**config.mk**
```make
export PLATFORM = sky130hd
export DESIGN_NAME = resource_arbiter_flat
export DESIGN_NICKNAME = d
export VERILOG_FILES = /design/src/rtl/resource_arbiter_if.sv /design/src/rtl/resource_arbiter.sv /design/src/flat_wrapper.sv
export SDC_FILE = /design/constraint.sdc
export NUM_CORES = 1
export LEC_CHECK = 0
export BUFFER_PORTS_ARGS = -buffer_cell sky130_fd_sc_hd__buf_2
export CORE_MARGIN = 4
export CORE_UTILIZATION = 40
export CTS_CLUSTER_DIAMETER = 50
export DETAILED_ROUTE_END_ITERATION = 8
export GPL_ROUTABILITY_DRIVEN = 0
export PLACE_DENSITY = 0.68
export SLEW_MARGIN = 30
export SYNTH_ARGS = -nofsm -noshare
export SYNTH_HDL_FRONTEND = slang
export SYNTH_SLANG_ARGS = --single-unit
```
**constraint.sdc**
```tcl
create_clock -name clk -period 1.64 [get_ports clk]
set_clock_uncertainty 0.05 [all_clocks]
set_input_delay 0.328 -clock clk [delete_from_list [all_inputs] [get_ports clk]]
set_output_delay 0.328 -clock clk [all_outputs]
set_load 0.01 [all_outputs]
```
**src/rtl/resource_arbiter_if.sv**
```systemverilog
// resource_arbiter_if: requester/arbiter handshake bundle
//   req[3:0]      requester -> arbiter, level request lines
//   done          requester -> arbiter, release pulse from current owner
//   grant[3:0]    arbiter -> requester, registered one-hot grant
//   grant_id[1:0] arbiter -> requester, encoded owner index (datapath mux select)
//   busy          arbiter -> requester, resource currently owned
//   none_req      arbiter -> requester, combinational req == 0
//   timeout       arbiter -> requester, one-cycle forced-release pulse
interface resource_arbiter_if;
  logic [3:0] req;
  logic       done;
  logic [3:0] grant;
  logic [1:0] grant_id;
  logic       busy;
  logic       none_req;
  logic       timeout;
  modport master(output req, done, input grant, grant_id, busy, none_req, timeout);
  modport slave(input req, done, output grant, grant_id, busy, none_req, timeout);
endinterface

```
**src/rtl/resource_arbiter.sv**
```systemverilog
// resource_arbiter: grants one shared resource to one of 4 requesters, held until release
//   clk  in  system clock, rising edge
//   rst  in  asynchronous active-high reset
//   arb  slave modport of resource_arbiter_if (req/done in; grant/grant_id/busy/none_req/timeout out)
//   HOLD_MAX: max cycles a grant is held before forced release; CNT_W: hold counter width
//   ROUND_ROBIN_EN: when defined, rotating priority starting after the last owner;
//   otherwise fixed priority req[3] > req[2] > req[1] > req[0]
module resource_arbiter #(
  parameter int CNT_W    = 4,
  parameter int HOLD_MAX = 15
) (
  input logic               clk,
  input logic               rst,
  resource_arbiter_if.slave arb
);
  localparam logic [CNT_W-1:0] LP_LAST = CNT_W'(HOLD_MAX - 1);
  typedef enum logic [1:0] {S_IDLE = 2'd0, S_BUSY = 2'd1, S_GAP = 2'd2} state_t;
  state_t           r_state, w_state_nx;
  logic [3:0]       r_grant, w_grant_nx;
  logic [1:0]       r_id, w_id_nx;
  logic             r_busy, w_busy_nx;
  logic             r_timeout, w_timeout_nx;
  logic [CNT_W-1:0] r_cnt, w_cnt_nx;
  logic [1:0]       w_win;
  logic             w_held, w_to;
`ifdef ROUND_ROBIN_EN
  logic [1:0] r_last_id;
  logic [1:0] w_cand;
  // Scan from highest offset down so the nearest requester after last_id wins.
  always_comb begin
    w_win  = 2'd0;
    w_cand = 2'd0;
    for (int k = 3; k >= 0; k--) begin
      w_cand = r_last_id + 2'(k + 1);
      if (arb.req[w_cand]) w_win = w_cand;
    end
  end
  always_ff @(posedge clk or posedge rst)
    if (rst) r_last_id <= 2'b11;
    else if (r_state == S_IDLE && arb.req != 4'b0000) r_last_id <= w_win;
`else
  always_comb w_win = arb.req[3] ? 2'd3 : arb.req[2] ? 2'd2 : arb.req[1] ? 2'd1 : 2'd0;
`endif
  assign w_held = arb.req[r_id];
  assign w_to   = r_cnt == LP_LAST;
  always_comb begin
    w_state_nx   = S_IDLE;
    w_grant_nx   = 4'b0000;
    w_id_nx      = 2'b00;
    w_busy_nx    = 1'b0;
    w_timeout_nx = 1'b0;
    w_cnt_nx     = '0;
    case (r_state)
      S_IDLE:
        if (arb.req != 4'b0000) begin
          w_state_nx = S_BUSY;
          w_grant_nx = 4'b0001 << w_win;
          w_id_nx    = w_win;
          w_busy_nx  = 1'b1;
        end
      S_BUSY:
        if (arb.done || !w_held || w_to) begin
          w_state_nx   = S_GAP;
          w_timeout_nx = w_to && !arb.done && w_held;
        end else begin
          w_state_nx = S_BUSY;
          w_grant_nx = r_grant;
          w_id_nx    = r_id;
          w_busy_nx  = 1'b1;
          w_cnt_nx   = r_cnt + 1'b1;
        end
      default: ;
    endcase
  end
  always_ff @(posedge clk or posedge rst)
    if (rst) begin
      r_state   <= S_IDLE;
      r_grant   <= 4'b0000;
      r_id      <= 2'b00;
      r_busy    <= 1'b0;
      r_timeout <= 1'b0;
      r_cnt     <= '0;
    end else begin
      r_state   <= w_state_nx;
      r_grant   <= w_grant_nx;
      r_id      <= w_id_nx;
      r_busy    <= w_busy_nx;
      r_timeout <= w_timeout_nx;
      r_cnt     <= w_cnt_nx;
    end
  assign arb.grant    = r_grant;
  assign arb.grant_id = r_id;
  assign arb.busy     = r_busy;
  assign arb.timeout  = r_timeout;
  assign arb.none_req = arb.req == 4'b0000;
endmodule

```
**src/flat_wrapper.sv**
```systemverilog
// flat-port wrapper written by rule: the top's interface ports become plain ports
module resource_arbiter_flat 
#(
  parameter int CNT_W    = 4,
  parameter int HOLD_MAX = 15
)
  (clk, rst, arb_req, arb_done, arb_grant, arb_grant_id, arb_busy, arb_none_req, arb_timeout);
  resource_arbiter_if arb_i ();
  input logic clk;
  input logic rst;
  input wire logic [$bits(arb_i.req)-1:0] arb_req;
  input wire logic [$bits(arb_i.done)-1:0] arb_done;
  output wire logic [$bits(arb_i.grant)-1:0] arb_grant;
  output wire logic [$bits(arb_i.grant_id)-1:0] arb_grant_id;
  output wire logic [$bits(arb_i.busy)-1:0] arb_busy;
  output wire logic [$bits(arb_i.none_req)-1:0] arb_none_req;
  output wire logic [$bits(arb_i.timeout)-1:0] arb_timeout;
  assign arb_i.req = arb_req;
  assign arb_i.done = arb_done;
  assign arb_grant = arb_i.grant;
  assign arb_grant_id = arb_i.grant_id;
  assign arb_busy = arb_i.busy;
  assign arb_none_req = arb_i.none_req;
  assign arb_timeout = arb_i.timeout;
  resource_arbiter #(.CNT_W(CNT_W), .HOLD_MAX(HOLD_MAX)) u_core (.clk(clk), .rst(rst), .arb(arb_i));
endmodule
```
# ---- After elaboration in Yosys (flattened, before gate mapping)
# Index checks and enable logic that the tools add are counted.
# Widths: inputs -> output; s select.
dict set report totals {
  regBits 14
  latchBits 0
  ramBits 0
  romBits 0
  inputBits 7
  out_inout_bits 9
  wordCells 42
  memories 0
}
dict set report classes {
  addsub 1
  multipliers 0
  div 0
  n_lt_le_gt_ge 1
  eq_ne 3
  n_shift 1
  muxes 21
  n_bitwise 0
  n_reduce_logical 9
}
# operator n
set op_table {}
lappend op_table {{$mux 4} 4}
lappend op_table {{$mux 2} 5}
lappend op_table {{$pmux 2 s2} 2}
lappend op_table {{$pmux 4 s2} 1}
lappend op_table {{$mux 1} 7}
lappend op_table {{$add 4x1->4 const B} 1}
lappend op_table {{$eq 4x4->1 const B} 1}
lappend op_table {{$logic_not 4->1} 1}
lappend op_table {{$reduce_bool 4->1} 1}
lappend op_table {{$shl 1x2->4 const A} 1}
lappend op_table {{$lt 2x3->1 const B} 1}
lappend op_table {{$bmux 1 s2} 1}
lappend op_table {{$eq 2x1->1 const B} 1}
lappend op_table {{$logic_and 1x1->1} 2}
lappend op_table {{$logic_not 1->1} 2}
lappend op_table {{$logic_not 2->1} 1}
lappend op_table {{$logic_or 1x1->1} 2}
lappend op_table {{$ne 2x1->1 const B} 1}
lappend op_table {{$pmux 1 s2} 1}

# ---- Depth between registers and ports, before layout
# Gate-level depths: netlist (run 1).
dict set report depth {
  ltp_word 7
  depth_mapped 5
  depth_no_buf 5
}

# ---- Least setup slack after synthesis (run 1)
# OpenSTA, ideal clock, no wires.
dict set report synth_path {
  path_type {reg-to-reg}
  start {register u_core.r_id[0] (netlist: u_core.arb.grant_id[0])}
  end {register u_core.r_id[0] (netlist: u_core.arb.grant_id[0])}
  setup_time_ns 0.121
  arrival_time_ns 1.366
  t_required_ns 1.469
  path_slack_ns 0.103
  path_stages_with_launch 4
  n_path_buf 0
  synth_period_minus_slack_ns 1.537
  cell_sequence {dfrtp_1 mux4_2 and3_4 a22o_1}
}
dict set report synth_between {
  elab_chain_len 6
}
# item line
set synth_lines {}
lappend synth_lines {{start: declaration} resource_arbiter.sv:20} ;# logic [1:0] r_id, w_id_nx;
lappend synth_lines {{start signal: assignment} resource_arbiter.sv:86} ;# r_id <= w_id_nx;
lappend synth_lines {{$bmux 1 s2} resource_arbiter.sv:44} ;# assign w_held = arb.req[r_id];
lappend synth_lines {{$mux 1 (implied by the code)} resource_arbiter.sv:44}
lappend synth_lines {{$logic_not 1->1} resource_arbiter.sv:62} ;# if (arb.done || !w_held || w_to) begin
lappend synth_lines {{$logic_or 1x1->1 (2 in a row)} resource_arbiter.sv:62}
lappend synth_lines {{$ne 2x1->1 (no line)} n/a}
# Every way passes these cells. The select of a mux whose other input is x is not followed.
# A chain may end at the register's enable or synchronous reset.

# ---- Final worst setup path (run 1)
dict set report layout_path {
  start {input arb_req[2]}
  end {output arb_none_req}
}
dict set report layout_between {
  elab_chain_len 1
}
# item line
set layout_lines {}
lappend layout_lines {{start: declaration} flat_wrapper.sv:11} ;# input wire logic [$bits(arb_i.req)-1:0] arb_req;
lappend layout_lines {{$logic_not 4->1} resource_arbiter.sv:95} ;# assign arb.none_req = arb.req == 4'b0000;
lappend layout_lines {{end: declaration} flat_wrapper.sv:16} ;# output wire logic [$bits(arb_i.none_req)-1:0] arb_none_req;
# Every way passes these cells.

==> reports/qor.json, run 1 <==
{
  "area_enclosed_by_the_die_boundary": {"value": 2130, "unit": "µm²"},
  "ys_ff_latch": {"value": 13},
  "p_leak": {"value": 0.357, "unit": "nW"},
  "final_net_count": {"value": 79},
  "setup_tns": {"value": 0, "unit": "ns"},
  "worst_r2r_endpoint": {"value": "u_core.arb.grant_id[1]$_DFFE_PP0P_"},
  "drt_first_pass_iters": {"value": 4},
  "io_pins": {"value": 16},
  "num_antenna_cells": {"value": 0},
  "synthCells": {"value": 49},
  "reg2reg_slack": {"value": 0.14, "unit": "ns"},
  "ctsResizeCount": {"value": 0},
  "setup_repair_after_global_routing_missed_its_margin": {"value": "no"},
  "report.final.slew_viol_count": {"value": 0},
  "core_region": {"value": 1330, "unit": "µm²"},
  "worstSetupPathType": {"value": "in -> out"},
  "clk_latency": {"value": 0.26, "unit": "ns"},
  "rows": {"value": 13},
  "fin_crit": {"value": 1.50, "unit": "ns"},
  "synth.avg_cell_area": {"value": 11.9, "unit": "µm²"},
  "crit_path_max_fanout": {"value": 6},
  "timing.max_slew.rel_slack": {"value": 0.690},
  "outcome": {"value": "completed"},
  "totalWireLength": {"value": 1110, "unit": "µm"},
  "worst_ir_drop_vdd": {"value": 0.000951, "unit": "V"},
  "clock-root-buffer": {"value": "clkbuf_4"},
  "worst_r2r_path_depth": {"value": 5},
  "timing.final.setup_violations": {"value": 0},
  "numCtsBuffers": {"value": 3},
  "antenna_violations_before_repair": {"value": 0},
  "timing_hold_violations_final": {"value": 0},
  "worst-endpoint-arrival": {"value": 1.12, "unit": "ns"},
  "synth_top_area_share": {"value": 0.559},
  "route.vias.total": {"value": 422},
  "max_cap_viol_count": {"value": 0},
  "clock_tree_buf_depth": {"value": 2},
  "first_pass_grt_wire_length": {"value": 1750, "unit": "µm"},
  "timing.hold.worst.class": {"value": "in -> async"},
  "setup.worst_path.start_class": {"value": "input pin"},
  "critPathCapture": {"value": "arb_none_req"},
  "tritoncts": {"value": "built"},
  "top_usage_layer": {"value": "met1"},
  "clk_pin_slew": {"value": 0.07, "unit": "ns"},
  "gr-usage-met2": {"value": 0.159},
  "gr-total-overflow": {"value": 0},
  "placement.io_buffers": {"value": 15},
  "area_delta_synth_final": {"value": 21.9, "unit": "%"},
  "first_iter_violations": {"value": 6},
  "worst-endpoint-required": {"value": 1.26, "unit": "ns"},
  "met1_usage": {"value": 0.165},
  "tightestPinTransition": {"value": 0.465, "unit": "ns"},
  "element_type_at_the_critical_path_end": {"value": "output port"},
  "syn-num-nets": {"value": 58},
  "synth.area.top_cells": {"value": "dfrtp_1 (56%), a22o_1 (4.5%), ha_1 (4.3%)"},
  "clock.fmax": {"value": 666, "unit": "MHz"},
  "post_drt_wl_per_cell": {"value": 13.3, "unit": "µm"},
  "post_route_cells_drive_above_1_share": {"value": 0.304},
  "drt-vias-per-instance": {"value": 5.02},
  "fraction_of_the_core_area_covered_by_cells_at_the_end_of_the_flow": {"value": 0.532},
  "timing.final.crit_share": {"value": 0.915},
  "use_met3": {"value": 0.0742},
  "seq_area_frac_synth": {"value": 0.559},
  "place.detailed.hpwl": {"value": 861, "unit": "µm"},
  "ctsHtreeMaxLevel": {"value": 1},
  "worstSetupStartpoint": {"value": "arb_req[2]"},
  "grt_max_degree": {"value": 14},
  "netlist_area": {"value": 582, "unit": "µm²"},
  "initial_utilization": {"value": 0.436},
  "via_count_of_the_first_global_routing_pass": {"value": 378},
  "postCtsHoldBufs": {"value": 0},
  "die_height": {"value": 46.1, "unit": "µm"},
  "critical_path.reg2reg.startpoint": {"value": "u_core.r_cnt[0]$_DFF_PP0_"},
  "setup_fix_bufs_post_cts": {"value": 0},
  "ys_warn_count": {"value": 0},
  "powerDensity": {"value": 1390, "unit": "nW/µm²"},
  "cts.sink_count": {"value": 13},
  "grt_util_overall": {"value": 0.121},
  "synth_largest_area_cell": {"value": "dfrtp_1"},
  "postRouteAntennaNets": {"value": 0},
  "drt_drc_violations_left": {"value": 0},
  "die_width": {"value": 46.1, "unit": "µm"},
  "synth_unique_cells": {"value": 21}
}
-- worst min path at each step --
stage / endpoint / slack, ns / from
after floorplan: u_core.arb.grant[0]$_DFFE_PP0P_ / 0.15 / rst
after global placement: u_core.r_cnt[3]$_DFF_PP0_ / 0.32 / rst
after detailed placement: u_core.arb.timeout$_DFF_PP0_ / 0.32 / rst
after CTS: u_core.arb.timeout$_DFF_PP0_ / 0.02 / rst
after global routing: u_core.r_cnt[2]$_DFF_PP0_ / 0.03 / rst
final: u_core.arb.timeout$_DFF_PP0_ / 0.009 / rst
-- area by class of cell --
class / count / area [µm²]
Multi-Input combinational cell: 32 / 241
Inverter: 4 / 15.0
Sequential cell: 13 / 325
Fill cell: 119 / 624
Timing Repair Buffer: 16 / 82.6
Clock buffer: 4 / 26.3
Tap cell: 15 / 18.8
-- worst max-delay path: stages --
cell    delay (ns)
buf_2         0.13
nor4_1        0.44
buf_2         0.22
-- power breakdown --
group	switching [mW]	total (mW)	internal [mW]
registers	0.0736	0.469	0.395
clock network	0.0889	0.183	0.0941
logic	0.169	0.333	0.165
total	0.331	0.985	0.654
-- metal layers --
layer,wire [µm],vias up
li1,-,221
met1,542,189
met2,490,10
met3,71,2
met4,10,0
met5,0,-
-- flip-flops by register name, summed over array words and instances (netlist names) --
register / count
u_core.r_state: 2
u_core.arb.timeout: 1
u_core.arb.grant: 4
u_core.r_cnt: 4
u_core.arb.grant_id: 2
-- through the flow --
stage | total power [mW] | setup slack, ns | std cells | cell area [µm²] | hold WS (ns)
after global routing | 1.07 | 0.0109 | 84 | 709 | 0.0341
after CTS | 0.994 | 0.131 | 84 | 709 | 0.0222
final | 0.985 | 0.139 | 84 | 709 | 0.00891
after floorplan | 0.674 | 0.103 | 49 | 582 | 0.155
after detailed placement | 0.807 | 0.0812 | 80 | 683 | 0.315
after global placement | 0.806 | 0.100 | 80 | 683 | 0.316
-- cell families after synthesis --
kind of cell / share of synthesized area
DFF: 0.559
xor gates and xnor gates: 0.0301
muxes: 0.0387
AOI/OAI and AO/OA: 0.146
adders and majority gates: 0.0430
and+or+nand+nor: 0.157
buffers and inverters: 0.0258
-- Yosys cell counts --
cell	number
o31ai_1	1
nor4bb_1	1
a211oi_1	1
a21boi_0	1
mux4_2	1
a21oi_1	1
o21ai_0	1
a31oi_1	1
ha_1	2
nand3_1	4
a32o_1	2
and3_4	1
nor2b_1	1
nand2b_1	2
xor2_1	1
inv_1	4
nor2_1	5
nor4_1	2
dfrtp_1	13
a22o_1	3
xnor2_1	1
-- placed cells by master (no fill, tap or decap), drive strengths merged, types with 2 or more instances in the layout --
cell type / instances
dfrtp: 13
a32o: 2
inv: 4
clkbuf: 4
nor2: 5
nand3: 4
nor4: 2
ha: 2
nand2b: 2
buf: 16
a22o: 3
No activity file was read; power rests on OpenSTA's default activity.
==> inputs of run 2 (changes only) <==
--- a/config.mk
+++ b/config.mk
@@ -12,6 +12,8 @@
 export DETAILED_ROUTE_END_ITERATION = 8
 export GPL_ROUTABILITY_DRIVEN = 0
 export PLACE_DENSITY = 0.68
+export RECOVER_POWER = 50
+export SETUP_SLACK_MARGIN = 0.1
 export SLEW_MARGIN = 30
 export SYNTH_ARGS = -nofsm -noshare
 export SYNTH_HDL_FRONTEND = slang
==> run 2 against run 1 <==
Effect of this change:
- the run now ends with negative hold slack left
- register-to-register slack is essentially flat
- sequential share of layout area is 1.0 points lower
- setup slack gained 0.010 ns
- non-clock buffer count unchanged
- worst hold slack lost 0.0098 ns
- largest cell class unchanged
- largest power group unchanged
- highest routed layer unchanged
==> reports/qor.json, run 2 (synthesis results as in run 1) <==
{
  "cp_cell_sequence": {"value": "mux4_2 -> and3_4 -> a32o_1"},
  "antenna_violations_before_repair": {"value": 0, "change": "unchanged"},
  "grt_max_degree": {"value": 14, "change": "unchanged"},
  "fraction_of_the_core_area_covered_by_cells_at_the_end_of_the_flow": {"value": 0.544, "change": "+0.0122"},
  "layout_commonest_cell": {"value": "dfrtp_1"},
  "worst_r2r_path_depth": {"value": 3, "change": "-2"},
  "outcome": {"value": "complete, but fails checks"},
  "fill_cells": {"value": 123, "change": "+3.4%"},
  "area_delta_synth_final": {"value": 24.7, "unit": "%"},
  "clk_pin_slew": {"value": 0.07, "unit": "ns", "change": "about the same"},
  "failed_checks": {"value": "negative hold slack"},
  "fin_crit": {"value": 1.49, "unit": "ns", "change": "-0.0103 ns"},
  "worst_ir_drop_vdd": {"value": 0.000975, "unit": "V", "change": "+2.4%"},
  "cts.sink_count": {"value": 13, "change": "unchanged"},
  "element_type_at_the_critical_path_end": {"value": "register"},
  "regArea": {"value": 325, "unit": "µm²", "change": "unchanged"},
  "place.detailed.hpwl": {"value": 861, "unit": "µm", "change": "unchanged"},
  "first_pass_grt_wire_length": {"value": 1750, "unit": "µm", "change": "unchanged"},
  "grt_util_overall": {"value": 0.121, "change": "unchanged"},
  "drt-vias-per-instance": {"value": 5.14, "change": "+2.4%"},
  "timing.critical_path.slowest_stage_cell": {"value": "mux4_2"},
  "route.vias.total": {"value": 432, "change": "+2.4%"},
  "crit_path_max_fanout": {"value": 5, "change": "-1"},
  "worstSetupPathType": {"value": "reg -> reg"},
  "setup_tns": {"value": 0, "unit": "ns", "change": "unchanged"},
  "core_region": {"value": 1330, "unit": "µm²", "change": "unchanged"},
  "clk_latency": {"value": 0.27, "unit": "ns", "change": "about the same"},
  "first_iter_violations": {"value": 5, "change": "-1"},
  "setup_repair_after_global_routing_missed_its_margin": {"value": "yes"},
  "initial_utilization": {"value": 0.436, "change": "unchanged"},
  "path_buf_inv": {"value": 0, "change": "-2"},
  "clock_tree_buf_depth": {"value": 2, "change": "unchanged"},
  "report.final.slew_viol_count": {"value": 0, "change": "unchanged"},
  "timing.max_slew.rel_slack": {"value": 0.692, "change": "+0.00199"},
  "setup_fix_bufs_post_cts": {"value": 0, "change": "unchanged"},
  "placement.io_buffers": {"value": 15, "change": "unchanged"},
  "timing.final.setup_violations": {"value": 0, "change": "unchanged"},
  "critical_path.reg2reg.startpoint": {"value": "u_core.arb.grant_id[0]$_DFFE_PP0P_"},
  "max_cap_viol_count": {"value": 0, "change": "unchanged"},
  "post_drt_wl_per_cell": {"value": 13.8, "unit": "µm", "change": "+3.9%"},
  "timing.hold.worst.class": {"value": "in -> async"},
  "via_count_of_the_first_global_routing_pass": {"value": 378, "change": "unchanged"},
  "timing_hold_violations_final": {"value": 7, "change": "+7"},
  "die_width": {"value": 46.1, "unit": "µm", "change": "unchanged"},
  "reg2reg_slack": {"value": 0.15, "unit": "ns", "change": "about the same"},
  "powerDensity": {"value": 1360, "unit": "nW/µm²", "change": "-1.8%"},
  "worst_r2r_endpoint": {"value": "u_core.arb.grant[2]$_DFFE_PP0P_"},
  "drt_drc_violations_left": {"value": 0, "change": "unchanged"},
  "worst-endpoint-required": {"value": 1.75, "unit": "ns", "change": "+0.49 ns"},
  "io_pins": {"value": 16, "change": "unchanged"},
  "final_net_count": {"value": 79, "change": "unchanged"},
  "die_height": {"value": 46.1, "unit": "µm", "change": "unchanged"},
  "ctsHtreeMaxLevel": {"value": 1, "change": "unchanged"},
  "postRouteAntennaNets": {"value": 0, "change": "unchanged"},
  "gr-total-overflow": {"value": 0, "change": "unchanged"},
  "numCtsBuffers": {"value": 3, "change": "unchanged"},
  "postCtsHoldBufs": {"value": 0, "change": "unchanged"},
  "worst-endpoint-arrival": {"value": 1.60, "unit": "ns", "change": "+0.48 ns"},
  "multi_input_area": {"value": 263, "unit": "µm²", "change": "+8.8%"},
  "finalHoldWorstSlack": {"value": -0.000864, "unit": "ns", "change": "-0.00977 ns"},
  "clock-root-buffer": {"value": "clkbuf_4"},
  "layout_common_cells": {"value": "dfrtp_1 (13), buf_2 (11), nor2_1 (5), clkbuf_1 (5)"},
  "setup.worst_path.start_class": {"value": "register"},
  "post_route_cells_drive_above_1_share": {"value": 0.275, "change": "-0.0290"},
  "area_enclosed_by_the_die_boundary": {"value": 2130, "unit": "µm²", "change": "unchanged"},
  "num_antenna_cells": {"value": 0, "change": "unchanged"},
  "tightestPinTransition": {"value": 0.462, "unit": "ns", "change": "-0.00298 ns"},
  "slowest_delay": {"value": 0.54, "unit": "ns", "change": "+0.10 ns"},
  "tritoncts": {"value": "built"},
  "clock.fmax": {"value": 671, "unit": "MHz", "change": "+0.69%"},
  "p_leak": {"value": 0.342, "unit": "nW", "change": "-4.1%"},
  "timing.critical_path.max_delay_family": {"value": "multiplexers"},
  "totalWireLength": {"value": 1160, "unit": "µm", "change": "+3.9%"},
  "rows": {"value": 13, "change": "unchanged"},
  "timing.final.crit_share": {"value": 0.909, "change": "-0.00626"},
  "drt_first_pass_iters": {"value": 4, "change": "unchanged"}
}
[run 2: cell count changes in the layout (fill, tap and decap cells not counted)]
cell      previous run  this run
nor4_2               0         1
a31oi_4              0         1
a31oi_1              1         0
nor4_1               2         1
clkbuf_1             1         5
buf_2               15        11
[run 2: report_power, final]
part / total [mW] / switching, mW / internal (mW)
Combinational: 0.333 / 0.171 / 0.162
Sequential: 0.469 / 0.0736 / 0.395
Clock: 0.188 / 0.0940 / 0.0944
Total: 0.990 / 0.339 / 0.651
[run 2: area by class of cell]
type,count,area share
flip-flops and latches,13,0.448
inverters,4,0.0207
well taps,15,0.0259
multi-input cells,32,0.362
clock buffers,4,0.0362
repair buffers,16,0.107
[run 2: worst max path at each step]
stage	slack, ns	cells after the start	from	to
2_1_floorplan	0.10	3	u_core.arb.grant_id[0]$_DFFE_PP0P_	u_core.arb.grant_id[0]$_DFFE_PP0P_
3_3_place_gp	0.10	4	arb_req[3]	u_core.arb.grant[3]$_DFFE_PP0P_
3_5_place_dp	0.08	4	arb_req[3]	u_core.arb.grant_id[0]$_DFFE_PP0P_
4_1_cts	0.13	3	u_core.arb.grant_id[0]$_DFFE_PP0P_	u_core.arb.grant_id[0]$_DFFE_PP0P_
5_1_grt	0.09	3	u_core.arb.grant_id[0]$_DFFE_PP0P_	u_core.arb.grant[2]$_DFFE_PP0P_
6_report	0.15	3	u_core.arb.grant_id[0]$_DFFE_PP0P_	u_core.arb.grant[2]$_DFFE_PP0P_
[run 2: repair_timing]
item | 4_1_cts | 5_1_grt
gates resized for setup | 0 | 3
endpoints found under the setup margin | 0 | 12
hold endpoints to repair | 0 | 0
[run 2: routing by layer]
layer | track usage | share of wire
met1 | 0.165 | 0.48
met2 | 0.159 | 0.44
met3 | 0.0742 | 0.073
met4 | 0.0341 | 0.0069
met5 | 0 | 0
[run 2: per-stage QoR]
stage	total power [mW]	worst slack, ns	instances	instance area, µm²
2_1_floorplan	0.674	0.103	49	582
3_3_place_gp	0.806	0.100	80	683
3_5_place_dp	0.807	0.0812	80	683
4_1_cts	0.994	0.131	84	709
5_1_grt	1.07	0.0948	84	726
6_report	0.990	0.150	84	726
==> inputs of run 3 (changes only) <==
--- a/config.mk
+++ b/config.mk
@@ -6,12 +6,13 @@
 export NUM_CORES = 1
 export LEC_CHECK = 0
 export BUFFER_PORTS_ARGS = -buffer_cell sky130_fd_sc_hd__buf_2
+export CORE_ASPECT_RATIO = 1.25
 export CORE_MARGIN = 4
-export CORE_UTILIZATION = 40
+export CORE_UTILIZATION = 35
 export CTS_CLUSTER_DIAMETER = 50
 export DETAILED_ROUTE_END_ITERATION = 8
 export GPL_ROUTABILITY_DRIVEN = 0
-export PLACE_DENSITY = 0.68
+export PLACE_DENSITY = 0.61
 export RECOVER_POWER = 50
 export SETUP_SLACK_MARGIN = 0.1
 export SLEW_MARGIN = 30
==> constraint.sdc (replaced) <==
create_clock -name clk -period 1.64 [get_ports clk]
set_clock_uncertainty 0.05 [all_clocks]
set_input_delay 0.328 -clock clk [delete_from_list [all_inputs] [get_ports clk]]
set_output_delay 0.328 -clock clk [all_outputs]
set_load 0.02 [all_outputs]
==> run 3 against run 2 <==
Effect of this change:
- the flow still finishes with violations (negative hold slack)
- final cell count is 3.6% higher
- combinational power grew 13%
- sequential power up 3%
- setup slack got worse by 0.024 ns
- global-route usage hardly changed
- sequential cell count unchanged
- via count grew 3.7%
- highest routed layer unchanged
==> reports/qor.json, run 3 (synthesis results as in run 1) <==
{
  "finalHoldWorstSlack": {"value": -0.0115, "unit": "ns", "change": "-0.0106 ns"},
  "layout_commonest_cell": {"value": "dfrtp_1"},
  "clk_pin_slew": {"value": 0.08, "unit": "ns", "change": "about the same"},
  "placement.io_buffers": {"value": 15, "change": "unchanged"},
  "die_height": {"value": 53.6, "unit": "µm", "change": "+16%"},
  "worst_ir_drop_vdd": {"value": 0.000628, "unit": "V", "change": "-36%"},
  "clock-root-buffer": {"value": "clkbuf_4"},
  "critical_path.reg2reg.startpoint": {"value": "u_core.arb.grant_id[0]$_DFFE_PP0P_"},
  "gr-total-overflow": {"value": 0, "change": "unchanged"},
  "timing.hold.worst.class": {"value": "in -> async"},
  "slowest_delay": {"value": 0.54, "unit": "ns", "change": "about the same"},
  "path_buf_inv": {"value": 0, "change": "unchanged"},
  "totalWireLength": {"value": 1210, "unit": "µm", "change": "+4.2%"},
  "first_pass_grt_wire_length": {"value": 1990, "unit": "µm", "change": "+14%"},
  "dr.max_layer_used": {"value": "met4"},
  "layout.cells.non_filler": {"value": 87, "change": "+3.6%"},
  "clock.fmax": {"value": 660, "unit": "MHz", "change": "-1.6%"},
  "route.vias.total": {"value": 448, "change": "+3.7%"},
  "timing.critical_path.slowest_stage_cell": {"value": "mux4_2"},
  "ctsHtreeMaxLevel": {"value": 1, "change": "unchanged"},
  "worstSetupPathType": {"value": "reg -> reg"},
  "post_drt_wl_per_cell": {"value": 13.9, "unit": "µm", "change": "+0.64%"},
  "final_net_count": {"value": 79, "change": "unchanged"},
  "timing.critical_path.max_delay_family": {"value": "multiplexers"},
  "via_count_of_the_first_global_routing_pass": {"value": 449, "change": "+19%"},
  "clk_latency": {"value": 0.28, "unit": "ns", "change": "about the same"},
  "internal_power": {"value": 656, "unit": "µW", "change": "+0.69%"},
  "first_iter_violations": {"value": 2, "change": "-3"},
  "grt_max_degree": {"value": 14, "change": "unchanged"},
  "io_pins": {"value": 16, "change": "unchanged"},
  "tightestPinTransition": {"value": 0.463, "unit": "ns", "change": "+0.00142 ns"},
  "pwr-share-clk": {"value": 0.190, "change": "about the same"},
  "layout_common_cells": {"value": "dfrtp_1 (12), buf_2 (11), nor2_1 (5)"},
  "core_region": {"value": 1560, "unit": "µm²", "change": "+17%"},
  "tritoncts": {"value": "built"},
  "pwr-share-comb": {"value": 0.354, "change": "+0.018"},
  "setup.worst_path.start_class": {"value": "register"},
  "timing_hold_violations_final": {"value": 13, "change": "+6"},
  "worst-endpoint-arrival": {"value": 1.64, "unit": "ns", "change": "+0.04 ns"},
  "place_worst_setup_slack": {"value": 0.0629, "unit": "ns", "change": "-0.0183 ns"},
  "drt-vias-per-instance": {"value": 5.15, "change": "+0.13%"},
  "grt_util_overall": {"value": 0.121, "change": "about the same"},
  "area_delta_synth_final": {"value": 25.2, "unit": "%"},
  "placedCellCount": {"value": 82, "change": "+2.5%"},
  "max_cap_viol_count": {"value": 0, "change": "unchanged"},
  "rows": {"value": 16, "change": "+3"},
  "timing.final.setup_violations": {"value": 0, "change": "unchanged"},
  "cp_cell_sequence": {"value": "mux4_2 -> and3_4 -> a22o_1"},
  "met3WireLength": {"value": 70, "unit": "µm", "change": "-18%"},
  "power_switching_share": {"value": 0.382, "change": "+0.0402"},
  "failed_checks": {"value": "negative hold slack"},
  "timing.max_slew.rel_slack": {"value": 0.691, "change": "-0.000947"},
  "clock_tree_buf_depth": {"value": 2, "change": "unchanged"},
  "numCtsBuffers": {"value": 3, "change": "unchanged"},
  "drt-met1-wl": {"value": 527, "unit": "µm", "change": "-5.6%"},
  "initial_utilization": {"value": 0.373, "change": "-0.0636"},
  "outcome": {"value": "complete, but fails checks"},
  "net-switching-power": {"value": 406, "unit": "µW", "change": "+20%"},
  "worst-endpoint-required": {"value": 1.76, "unit": "ns", "change": "about the same"},
  "report.final.slew_viol_count": {"value": 0, "change": "unchanged"},
  "postLayoutSetupSlackWorst": {"value": 0.126, "unit": "ns", "change": "-0.0236 ns"},
  "area_enclosed_by_the_die_boundary": {"value": 2380, "unit": "µm²", "change": "+12%"},
  "cts.sink_count": {"value": 13, "change": "unchanged"},
  "post_dp_cell_area": {"value": 681, "unit": "µm²", "change": "-0.37%"},
  "drt_first_pass_iters": {"value": 4, "change": "unchanged"},
  "p_leak": {"value": 0.343, "unit": "nW", "change": "+0.28%"},
  "post_route_cells_drive_above_1_share": {"value": 0.319, "change": "+0.0435"},
  "num_antenna_cells": {"value": 0, "change": "unchanged"},
  "worstSetupStartpoint": {"value": "u_core.arb.grant_id[0]$_DFFE_PP0P_"},
  "share_seq_of_total_power": {"value": 0.456, "change": "-0.018"},
  "crit_path_max_fanout": {"value": 5, "change": "unchanged"},
  "drt_drc_violations_left": {"value": 0, "change": "unchanged"},
  "fraction_of_the_core_area_covered_by_cells_at_the_end_of_the_flow": {"value": 0.466, "change": "-0.0777"},
  "postRouteAntennaNets": {"value": 0, "change": "unchanged"},
  "route.met2.wl": {"value": 573, "unit": "µm", "change": "+14%"},
  "place.detailed.hpwl": {"value": 919, "unit": "µm", "change": "+6.7%"},
  "setup_tns": {"value": 0, "unit": "ns", "change": "unchanged"},
  "element_type_at_the_critical_path_end": {"value": "register"},
  "timing.final.crit_share": {"value": 0.923, "change": "+0.0144"},
  "die_width": {"value": 44.5, "unit": "µm", "change": "-3.6%"},
  "fin_crit": {"value": 1.51, "unit": "ns", "change": "+0.0236 ns"},
  "setup_repair_after_global_routing_missed_its_margin": {"value": "yes"},
  "fin_total_pwr": {"value": 1.06, "unit": "mW", "change": "+7.2%"},
  "antenna_violations_before_repair": {"value": 0, "change": "unchanged"},
  "powerDensity": {"value": 1460, "unit": "nW/µm²", "change": "+6.9%"},
  "finish.instance_area": {"value": 728, "unit": "µm²", "change": "+0.34%"}
}
-- run 3: metal layers --
layer  GRT usage  vias up
li1            -      221
met1       0.151      211
met2       0.177       12
met3      0.0234        4
met4       0.106        0
met5           0        -
-- run 3: worst paths after layout --
path | to | slack (ns) | cells after the start
max in group asynchronous | u_core.arb.grant_id[0]$_DFFE_PP0P_ | 1.21 | 2
worst min register to register | u_core.r_cnt[0]$_DFF_PP0_ | 0.44 | 1
worst min-delay path | u_core.arb.grant[3]$_DFFE_PP0P_ | -0.01 | 2
worst max register to register | u_core.arb.grant[3]$_DFFE_PP0P_ | 0.13 | 3
worst max-delay path | u_core.arb.grant[3]$_DFFE_PP0P_ | 0.13 | 3
min in group clk | u_core.arb.timeout$_DFF_PP0_ | 0.18 | 2
-- run 3: final cells by class --
type	instances	area, µm²
Fill cell	157	833
Sequential cell	13	327
Multi-Input combinational cell	32	259
Timing Repair Buffer	16	77.6
Clock buffer	3	22.5
Tap cell	18	22.5
Inverter	4	15.0
Clock inverter	1	5.00
-- run 3: power groups by stage --
stage / combinational [mW] / clock [mW] / sequential [mW]
2_1_floorplan: 0.180 / 0 / 0.538
3_3_place_gp: 0.345 / 0 / 0.486
3_5_place_dp: 0.352 / 0 / 0.486
4_1_cts: 0.372 / 0.211 / 0.479
5_1_grt: 0.411 / 0.230 / 0.497
6_report: 0.376 / 0.202 / 0.484
-- run 3: repair_timing --
item	4_1_cts	5_1_grt
setup buffers	1	0
gates resized for setup	0	3
pin swaps	0	3
endpoints found under the setup margin	2	12
hold buffers	0	0
endpoints found under the hold margin	0	0
